## src/rtl/rv_pipe_pkg.sv

```systemverilog
// Shared pipeline definitions for the RISC-V core: register-address width, default data
// width and the stage-register entry layout.
package rv_pipe_pkg;

  localparam int unsigned REG_ADDR_W = 5;
  localparam int unsigned XLEN_DEF   = 32;

  typedef struct packed {
    logic                  valid;
    logic                  wr_en;
    logic [REG_ADDR_W-1:0] rd_sel;
    logic [XLEN_DEF-1:0]   rd_val;
  } wb_entry_t;

  // A write is visible to later readers only if it is real, enabled and not to x0.
  function automatic logic wr_commits(input logic valid, input logic wr_en,
                                      input logic [REG_ADDR_W-1:0] sel);
    return valid & wr_en & (sel != '0);
  endfunction

endpackage

```

## src/rtl/fwd_lookup.sv

```systemverilog
// Single-port forwarding matcher: scans candidates in priority order (index 0 newest) and
// returns the value of the first valid candidate whose destination equals src_sel.
module fwd_lookup
  import rv_pipe_pkg::*;
#(
  parameter int unsigned XLEN     = XLEN_DEF,
  parameter int unsigned NUM_CAND = 4
) (
  input  logic [NUM_CAND-1:0]            cand_valid,
  input  logic [NUM_CAND*REG_ADDR_W-1:0] cand_sel,
  input  logic [NUM_CAND*XLEN-1:0]       cand_val,
  input  logic [REG_ADDR_W-1:0]          src_sel,
  output logic                           hit,
  output logic [XLEN-1:0]                val
);

  always_comb begin
    hit = 1'b0;
    val = '0;
    // Walk oldest to newest so the newest matching candidate overrides.
    for (int i = NUM_CAND - 1; i >= 0; i--) begin
      if (cand_valid[i] && (cand_sel[i*REG_ADDR_W +: REG_ADDR_W] == src_sel)) begin
        hit = 1'b1;
        val = cand_val[i*XLEN +: XLEN];
      end
    end
    if (src_sel == '0) begin
      hit = 1'b0;
      val = '0;
    end
  end

endmodule

```

## src/rtl/pipeline_reg_wb_fwd.sv

```systemverilog
// MEM->WB pipeline register with stall/flush, a short history of retired writes,
// multi-port operand forwarding and a retired-instruction counter.
module pipeline_reg_wb_fwd
  import rv_pipe_pkg::*;
#(
  parameter int unsigned XLEN       = XLEN_DEF,
  parameter int unsigned HIST_DEPTH = 2,
  parameter int unsigned NUM_SRC    = 2,
  parameter int unsigned CNT_W      = 32
) (
  input  logic                          clk,
  input  logic                          rst_n,
  input  logic                          stall,
  input  logic                          flush,
  input  logic                          MEM_valid,
  input  logic                          MEM_wr_en,
  input  logic [REG_ADDR_W-1:0]         MEM_rd_sel,
  input  logic [XLEN-1:0]               MEM_rd_val,
  output logic                          WB_valid,
  output logic                          WB_wr_en,
  output logic [REG_ADDR_W-1:0]         WB_rd_sel,
  output logic [XLEN-1:0]               WB_rd_val,
  output logic                          WB_raw_wr_en,
  output logic [REG_ADDR_W-1:0]         WB_raw_sel,
  output logic [XLEN-1:0]               WB_raw_val,
  input  logic [REG_ADDR_W*NUM_SRC-1:0] src_sel,
  output logic [NUM_SRC-1:0]            fwd_hit,
  output logic [XLEN*NUM_SRC-1:0]       fwd_val,
  output logic [CNT_W-1:0]              retire_cnt
);

  localparam int unsigned NumCand = HIST_DEPTH + 2;

  logic                  wb_valid_q;
  logic                  wb_wr_en_q;
  logic [REG_ADDR_W-1:0] wb_sel_q;
  logic [XLEN-1:0]       wb_val_q;

  logic [HIST_DEPTH-1:0] hist_valid_q;
  logic [REG_ADDR_W-1:0] hist_sel_q [HIST_DEPTH];
  logic [XLEN-1:0]       hist_val_q [HIST_DEPTH];

  logic [CNT_W-1:0]      retire_cnt_q;

  always_ff @(posedge clk or negedge rst_n) begin
    if (!rst_n) begin
      wb_valid_q   <= 1'b0;
      wb_wr_en_q   <= 1'b0;
      wb_sel_q     <= '0;
      wb_val_q     <= '0;
      hist_valid_q <= '0;
      for (int i = 0; i < HIST_DEPTH; i++) begin
        hist_sel_q[i] <= '0;
        hist_val_q[i] <= '0;
      end
      retire_cnt_q <= '0;
    end else if (!stall) begin
      // Flush only kills the incoming MEM op; the retiring WB op still enters history.
      wb_valid_q      <= MEM_valid & ~flush;
      wb_wr_en_q      <= MEM_wr_en;
      wb_sel_q        <= MEM_rd_sel;
      wb_val_q        <= MEM_rd_val;
      hist_valid_q[0] <= wr_commits(wb_valid_q, wb_wr_en_q, wb_sel_q);
      hist_sel_q[0]   <= wb_sel_q;
      hist_val_q[0]   <= wb_val_q;
      for (int i = 1; i < HIST_DEPTH; i++) begin
        hist_valid_q[i] <= hist_valid_q[i-1];
        hist_sel_q[i]   <= hist_sel_q[i-1];
        hist_val_q[i]   <= hist_val_q[i-1];
      end
      retire_cnt_q <= retire_cnt_q + CNT_W'(wb_valid_q);
    end
  end

  assign WB_valid     = wb_valid_q;
  assign WB_wr_en     = wb_valid_q & wb_wr_en_q;
  assign WB_rd_sel    = wb_sel_q;
  assign WB_rd_val    = wb_val_q;
  assign WB_raw_wr_en = MEM_valid & MEM_wr_en & ~flush;
  assign WB_raw_sel   = MEM_rd_sel;
  assign WB_raw_val   = MEM_rd_val;
  assign retire_cnt   = retire_cnt_q;

  logic [NumCand-1:0]            cand_valid;
  logic [NumCand*REG_ADDR_W-1:0] cand_sel;
  logic [NumCand*XLEN-1:0]       cand_val;

  // Candidate order: MEM raw, WB, then history newest to oldest.
  always_comb begin
    cand_valid    = '0;
    cand_sel      = '0;
    cand_val      = '0;
    cand_valid[0] = WB_raw_wr_en;
    cand_sel[0 +: REG_ADDR_W] = MEM_rd_sel;
    cand_val[0 +: XLEN]       = MEM_rd_val;
    cand_valid[1] = WB_wr_en;
    cand_sel[REG_ADDR_W +: REG_ADDR_W] = wb_sel_q;
    cand_val[XLEN +: XLEN]             = wb_val_q;
    for (int i = 0; i < HIST_DEPTH; i++) begin
      cand_valid[i+2] = hist_valid_q[i];
      cand_sel[(i+2)*REG_ADDR_W +: REG_ADDR_W] = hist_sel_q[i];
      cand_val[(i+2)*XLEN +: XLEN]             = hist_val_q[i];
    end
  end

  for (genvar p = 0; p < NUM_SRC; p++) begin : g_port
    fwd_lookup #(
      .XLEN     (XLEN),
      .NUM_CAND (NumCand)
    ) u_fwd_lookup (
      .cand_valid (cand_valid),
      .cand_sel   (cand_sel),
      .cand_val   (cand_val),
      .src_sel    (src_sel[p*REG_ADDR_W +: REG_ADDR_W]),
      .hit        (fwd_hit[p]),
      .val        (fwd_val[p*XLEN +: XLEN])
    );
  end

endmodule

```

## config.mk

```make
export PLATFORM = sky130hd
export DESIGN_NAME = pipeline_reg_wb_fwd
export DESIGN_NICKNAME = d
export VERILOG_FILES = /design/src/rtl/rv_pipe_pkg.sv /design/src/rtl/fwd_lookup.sv /design/src/rtl/pipeline_reg_wb_fwd.sv
export SDC_FILE = /design/constraint.sdc
export NUM_CORES = 1
export LEC_CHECK = 0
export ABC_CLOCK_PERIOD_IN_PS = 4400
export CAP_MARGIN = 30
export CORE_ASPECT_RATIO = 0.7
export CORE_MARGIN = 3
export CORE_UTILIZATION = 55
export CTS_CLUSTER_DIAMETER = 150
export DETAILED_ROUTE_END_ITERATION = 16
export GPL_ROUTABILITY_DRIVEN = 0
export PLACE_DENSITY = 0.84
export SLEW_MARGIN = 0
export SYNTH_ARGS = -nofsm -noshare
export SYNTH_HDL_FRONTEND = slang
export SYNTH_SLANG_ARGS = --single-unit
```

## constraint.sdc

```tcl
create_clock -name clk -period 4.4 [get_ports clk]
set_clock_uncertainty 0.1 [all_clocks]
set_input_delay 0.44 -clock clk [delete_from_list [all_inputs] [get_ports clk]]
set_output_delay 0.44 -clock clk [all_outputs]
set_load 0.03 [all_outputs]
```

==> results of run 1 <==
==> cells by family after synthesis <==
logic type / Yosys count
buffers and inverters: 241
adder cells (fa/ha/maj): 2
XOR/XNOR: 70
multiplexers: 51
AO/OA/AOI/OAI: 261
flip-flops: 147
AND/OR/NAND/NOR: 280
==> sequential cells by signal (all words and copies together) (netlist names) <==
signal	cells
hist_valid_q	2
cand_val	64
wb_wr_en_q	1
WB_valid	1
WB_rd_val	32
WB_rd_sel	5
cand_sel	10
retire_cnt	32
==> layout make-up <==
| cell class | count | area, sq um | share of cell area [%] |
|---|---|---|---|
| tap | 225 | 282 | 2.43 |
| inverter | 68 | 255 | 2.20 |
| clock inverter | 13 | 174 | 1.50 |
| sequential | 147 | 3680 | 31.7 |
| clock buffer | 19 | 443 | 3.82 |
| timing repair buffer | 252 | 2330 | 20.1 |
| multi-input combinational | 664 | 4440 | 38.3 |
==> final timing paths <==
kind / endpoint / cells after the start
max: fwd_val[38] / 7
min reg2reg: retire_cnt[31] / 1
max in group asynchronous: cand_val[113] / 2
min: retire_cnt[28] / 1
min in group clk: retire_cnt[2] / 3
max reg2reg: retire_cnt[26] / 7
==> stage by stage <==
stage / hold slack [ns] / worst slack (ns) / instances / utilization, % / instance area, sq um
detailed placement: 0.365 / 0.610 / 1355 / 66.2 / 11000
floorplan: 0.0444 / 1.39 / 1052 / - / 9420
global placement: 0.376 / 0.747 / 1355 / 66.2 / 11000
CTS: 0.0570 / 0.575 / 1387 / 70.0 / 11600
global route: 0.0879 / 0.529 / 1388 / 70.1 / 11600
finish: 0.0234 / 0.701 / 1388 / 70.1 / 11600
==> worst max-delay path: stages <==
cell and delay (ns):
clkdlybuf4s50_1 0.56, xor2_1 0.25, or4_4 0.54, nor3_4 0.24, nand2_2 0.53, o32ai_1 0.36, buf_4 0.23
==> report_power, final <==
part           internal [mW]  total (mW)  switching, mW
combinational          0.344       0.814          0.470
clock                  0.920        1.54          0.617
sequential              1.50        1.66          0.160
total                   2.77        4.02           1.25
==> routing by layer <==
layer,vias up,part of all wire (%),GRT usage [%]
li1,3830,-,-
met1,4065,45,42.1
met2,458,45,43.1
met3,41,9.4,5.43
met4,0,1.5,8.81
met5,-,0,0
==> layout by cell type, fill, tap and decap left out, drive strengths merged, types with 2 or more instances in the layout <==
master	n
a21boi	32
a311oi	32
a31oi	33
and2	6
and3	39
and4	4
buf	92
bufinv	3
clkbuf	19
clkdlybuf4s50	160
clkinv	4
clkinvlp	2
dfrtp	147
ha	2
inv	72
mux2	51
nand2	113
nand3	15
nand4	6
nor2	40
nor2b	2
nor3	42
nor4	6
o21ai	99
o221ai	32
o32ai	32
or4	2
xnor2	29
xor2	41
==> metrics.md, run 1 <==
| Metric | Value |
|---|---|
| Post-detailed-route DRC marker count | 0 |
| Num CTS Buffers | 17 |
| Crit path max fanout | 32 |
| Worst Setup Start Kind | input port |
| Count of hold-fix buffers inserted at cts | 0 |
| Net count of the mapped netlist | 1107 |
| Via count | 8394 |
| Fraction of the yosys area taken by sequential cells | 39.1% |
| Clock-pin slew on the worst setup and hold paths | 0.06 ns |
| Wire length of the first global-routing pass | 42.7 mm |
| Min Clock Period, post-route | 3.70 ns |
| Area fraction of the dominant cell type after synthesis | 39.1% |
| Seq cells post-synth | 147 |
| Count of clock tree sinks | 147 |
| Slew at the pin closest to its max-slew limit | 0.895 ns |
| Largest net degree at the start of global routing | 184 |
| Static Leak | 5.08 nW |
| First drt pass iteration count | 7 |
| CTS H-tree depth | 4 |
| Die Width | 162 um |
| Most used standard cells in the synthesized netlist | 147 x dfrtp_1, 112 x nand2_1, 99 x o21ai_0 |
| Share of final-layout standard cells stronger than drive strength 1 | 16.7% |
| Pwr dens | 346 mW/mm^2 |
| Number of global-route vias before repair | 7853 |
| Final setup viols | 0 |
| Layout Nets | 1205 |
| Worst Path Required | 3.86 ns |
| Final sum of negative setup slack | 0 ns |
| Mux share of post-synthesis cell area | 6.10% |
| Warnings, synthesis | 0 |
| Area of the die | 0.0188 sq mm |
| Ant. Diodes | 0 |
| Run status | completed |
| Latest clock arrival within the worst-skew pair | 0.41 ns |
| Pins Over Slew Limit | 0 |
| Post-route clock period utilization | 84.1% |
| Count leader, synth | dfrtp_1 |
| Antenna violations before repair | 0 |
| Area of the mapped netlist | 0.00942 sq mm |
| Share of the synthesized area in compound gates (AO/OA/AOI/OAI) | 19.8% |
| Global-route usage over all layers | 28.5% |
| CP startpoint | src_sel[8] |
| Critical Path Sink Type | primary output |
| Post-CTS setup buffer count | 0 |
| Layout overhead on the synthesized area | 23.2% |
| Total count of hold-check failures in the final report | 0 |
| Routed wire length | 26.8 mm |
| Count of buffers inserted at the top-level ports | 227 |
| Total power of the final layout | 4.02 mW |
| Mean instance size in the synthesized netlist | 8.95 sq um |
| Max rail drop VDD | 0.000282 V |
| Hold WC Path Type | in -> async |
| Remaining number of nets flagged by the antenna check after routing | 0 |
| Count of max-cap constraint violations | 0 |
| Crit Reg-Reg Startpoint | WB_valid |
| Critical setup path kind | in -> out |
| Main synth FF type | dfrtp_1 |
| Count of fill cells added during filler insertion | 1251 |
| Detail-routed via count per cell | 6.05 |
| Overflow left after global routing | 0 |
| Fraction of synthesized cell area in xor and xnor cells | 6.51% |
| Count of pins on the block boundary | 228 |
| Routed length per placed instance | 19.3 um |
| Number of instances resized during post-cts repair | 0 |
| Die outline height | 115 um |
| Unrepaired setup endpoints after global routing | false |
| Clock tree root buffer cell | clkbuf_16 |
| Cells after Synth | 1052 |
| FMAX | 0.270 GHz |
| Detailed Place HPWL | 17.6 mm |
| Cell type contributing the most total cell area after synthesis | dfrtp_1 |
| Top area cells in the synthesized netlist | dfrtp_1 39%, buf_4 6.1%, mux2_2 6.1%, o21ai_0 5.3%, nand2_1 4.5% |
| First-iteration detailed-routing DRC count | 846 |
| Post-Synth Adder-Cell Area | 0.266% |
| Relative max-transition margin | 40.4% |
| Largest family of logic cells by synthesized area | compound AO/OA/AOI/OAI gates |
| Setup slack on the worst flop-to-flop path | 2.21 ns |
| Starting density of the core | 56.9% |
| Simple-Gate Fraction of Synth Area | 14.3% |
| Async SR Flop Fraction | 100% |
| Arrival time of data at the critical path endpoint | 3.16 ns |
| Standard cell core area | 0.0165 sq mm |
| Floorplan row count | 39 |
| Largest buffer count on any clock path | 2 |
| Post-synth EDFFs | 0 |
| Unique cell type count in the Yosys netlist | 40 |
| TritonCTS clock tree | done |
Power figures use the tool's default switching activity.
==> inputs of run 2 (changes only) <==
--- a/config.mk
+++ b/config.mk
@@ -5,15 +5,15 @@
 export SDC_FILE = /design/constraint.sdc
 export NUM_CORES = 1
 export LEC_CHECK = 0
-export ABC_CLOCK_PERIOD_IN_PS = 4400
+export ABC_CLOCK_PERIOD_IN_PS = 3260
 export CAP_MARGIN = 30
 export CORE_ASPECT_RATIO = 0.7
 export CORE_MARGIN = 3
-export CORE_UTILIZATION = 55
+export CORE_UTILIZATION = 46
 export CTS_CLUSTER_DIAMETER = 150
 export DETAILED_ROUTE_END_ITERATION = 16
 export GPL_ROUTABILITY_DRIVEN = 0
-export PLACE_DENSITY = 0.84
+export PLACE_DENSITY = 0.75
 export SLEW_MARGIN = 0
 export SYNTH_ARGS = -nofsm -noshare
 export SYNTH_HDL_FRONTEND = slang
==> constraint.sdc (replaced) <==
create_clock -name clk -period 3.26 [get_ports clk]
set_clock_uncertainty 0.1 [all_clocks]
set_input_delay 0.326 -clock clk [delete_from_list [all_inputs] [get_ports clk]]
set_output_delay 0.326 -clock clk [all_outputs]
set_load 0.03 [all_outputs]
==> run 2 against run 1 <==
Worst hold slack better by 0.078 ns. Critical path depth is 1 higher. Design area is 3.0% higher. Global-route usage is 4.0 points lower. Via count is 1.2% lower. Clock power is 34% higher. Final cell count is 4.8% higher. Sequential power is 35% higher. Core utilization is 10 points lower.
==> metrics.md, run 2 (same netlist as run 1, synthesis figures left out) <==
| Metric | Value |
|---|---|
| Run status | completed |
| Num CTS Buffers | 17 |
| Detailed Place HPWL | 19.3 mm |
| Standard cell core area | 0.0200 sq mm |
| Routed length per placed instance | 18.9 um |
| Worst Hold Slack | 0.101 ns |
| Core utilization of the finished layout | 59.9% |
| Count of clock tree sinks | 147 |
| Clock-pin slew on the worst setup and hold paths | 0.06 ns |
| Via count | 8290 |
| Remaining number of nets flagged by the antenna check after routing | 0 |
| Hold WC Path Type | in -> reg |
| Crit Reg-Reg Startpoint | WB_valid |
| Wire length of the first global-routing pass | 43.8 mm |
| Highest-count cells in the layout ignoring fill and taps | 159 x clkdlybuf4s50_1, 147 x dfrtp_1, 112 x nand2_1 |
| Die outline height | 126 um |
| Unrepaired setup endpoints after global routing | false |
| Count of max-cap constraint violations | 0 |
| Detail-routed via count per cell | 5.70 |
| Post-detailed-route DRC marker count | 0 |
| Share of final-layout standard cells stronger than drive strength 1 | 18.7% |
| Count of pins on the block boundary | 228 |
| Count of buffers inserted at the top-level ports | 227 |
| CP startpoint | src_sel[9] |
| Total count of hold-check failures in the final report | 0 |
| FMAX | 0.317 GHz |
| Ant. Diodes | 0 |
| Slew at the pin closest to its max-slew limit | 0.960 ns |
| TritonCTS clock tree | done |
| Layout overhead on the synthesized area | 26.9% |
| Relative max-transition margin | 36.0% |
| Final setup viols | 0 |
| Min Clock Period, post-route | 3.16 ns |
| Layout Nets | 1226 |
| Total power of the final layout | 5.42 mW |
| Number of global-route vias before repair | 7911 |
| Routed wire length | 27.5 mm |
| First-iteration detailed-routing DRC count | 832 |
| R2R depth | 7 |
| Worst path setup slack after routing | 0.105 ns |
| Post-route clock period utilization | 96.8% |
| Setup slack on the worst flop-to-flop path | 1.05 ns |
| End point of the critical path | fwd_val[37] |
| Global-route usage over all layers | 24.5% |
| HP Start | stall |
| Critical Path Sink Type | primary output |
| CTS H-tree depth | 4 |
| Pins Over Slew Limit | 0 |
| Post-CTS setup buffer count | 0 |
| Largest net degree at the start of global routing | 101 |
| Worst hold path cell count | 2 |
| Die Width | 177 um |
| Latest clock arrival within the worst-skew pair | 0.42 ns |
| Endpoint of the worst register-to-register path | retire_cnt[26] |
| Worst Path Required | 2.83 ns |
| Area of the die | 0.0223 sq mm |
| Largest buffer count on any clock path | 2 |
| Starting density of the core | 47.2% |
| Worst Setup Start Kind | input port |
| Overflow left after global routing | 0 |
| Final sum of negative setup slack | 0 ns |
| Clock tree root buffer cell | clkbuf_16 |
| Arrival time of data at the critical path endpoint | 2.73 ns |
| Critical setup path kind | in -> out |
| Max rail drop VDD | 0.000263 V |
| Static Leak | 5.19 nW |
| Crit path max fanout | 21 |
| First drt pass iteration count | 5 |
| Worst-case setup slack after placement | 0.145 ns |
| Floorplan row count | 43 |
| Antenna violations before repair | 0 |
| Largest register FFs | 64 |
| Pwr dens | 454 mW/mm^2 |
| Most common cell after layout, fill and taps aside | clkdlybuf4s50_1 |
-- run 2: changes by cell type in the layout (fill, tap and decap cells not counted), sizes merged --
cell           previous run  this run
clkinvlp                  2         4
dlygate4sd3               0         1
clkinv                    4         2
clkdlybuf4s50           160       159
buf                      92       113
-- run 2: layer usage --
layer | GRT usage, % | vias up | wire [um]
li1 | - | 3892 | -
met1 | 36.8 | 4032 | 13100
met2 | 36.3 | 337 | 12000
met3 | 5.36 | 29 | 2140
met4 | 5.59 | 0 | 351
met5 | 0 | - | 0
-- run 2: area by class of cell --
class	count	area, sq um
clock buffers	19	453
clock inverters	13	171
fillers	1733	8010
inverters	68	255
multi-input cells	664	4470
flip-flops and latches	147	3680
well taps	270	338
repair buffers	273	2580
-- run 2: through the flow --
step | std cells | instance area (sq um)
finish | 1454 | 12000
global route | 1454 | 12000
CTS | 1454 | 11900
detailed placement | 1421 | 11300
global placement | 1421 | 11300
floorplan | 1052 | 9420
-- run 2: power by group --
part	internal, mW	total, mW	switching [mW]
clock	1.26	2.06	0.805
sequential	2.03	2.24	0.208
combinational	0.484	1.12	0.636
-- run 2: worst min path at each step --
stage / slack [ns] / end
2_1_floorplan: -0.07 / WB_rd_sel[0]
3_3_place_gp: 0.32 / retire_cnt[26]
3_5_place_dp: 0.32 / retire_cnt[26]
4_1_cts: 0.09 / WB_rd_val[21]
5_1_grt: 0.10 / WB_rd_val[21]
6_report: 0.10 / WB_rd_val[21]
-- run 2: worst max-delay path, cell delays in order --
cell and delay [ns]:
clkdlybuf4s50_1 0.65, xnor2_1 0.17, nand4_1 0.22, or2_1 0.30
buf_4 0.23, a311oi_1 0.48, o32ai_1 0.15, buf_4 0.19
-- run 2: repair_timing --
action                                  4_1_cts  5_1_grt
hold buffers                                  1        0
endpoints found under the setup margin        0        5
gates resized for setup                       0        4
hold endpoints to repair                     74        0
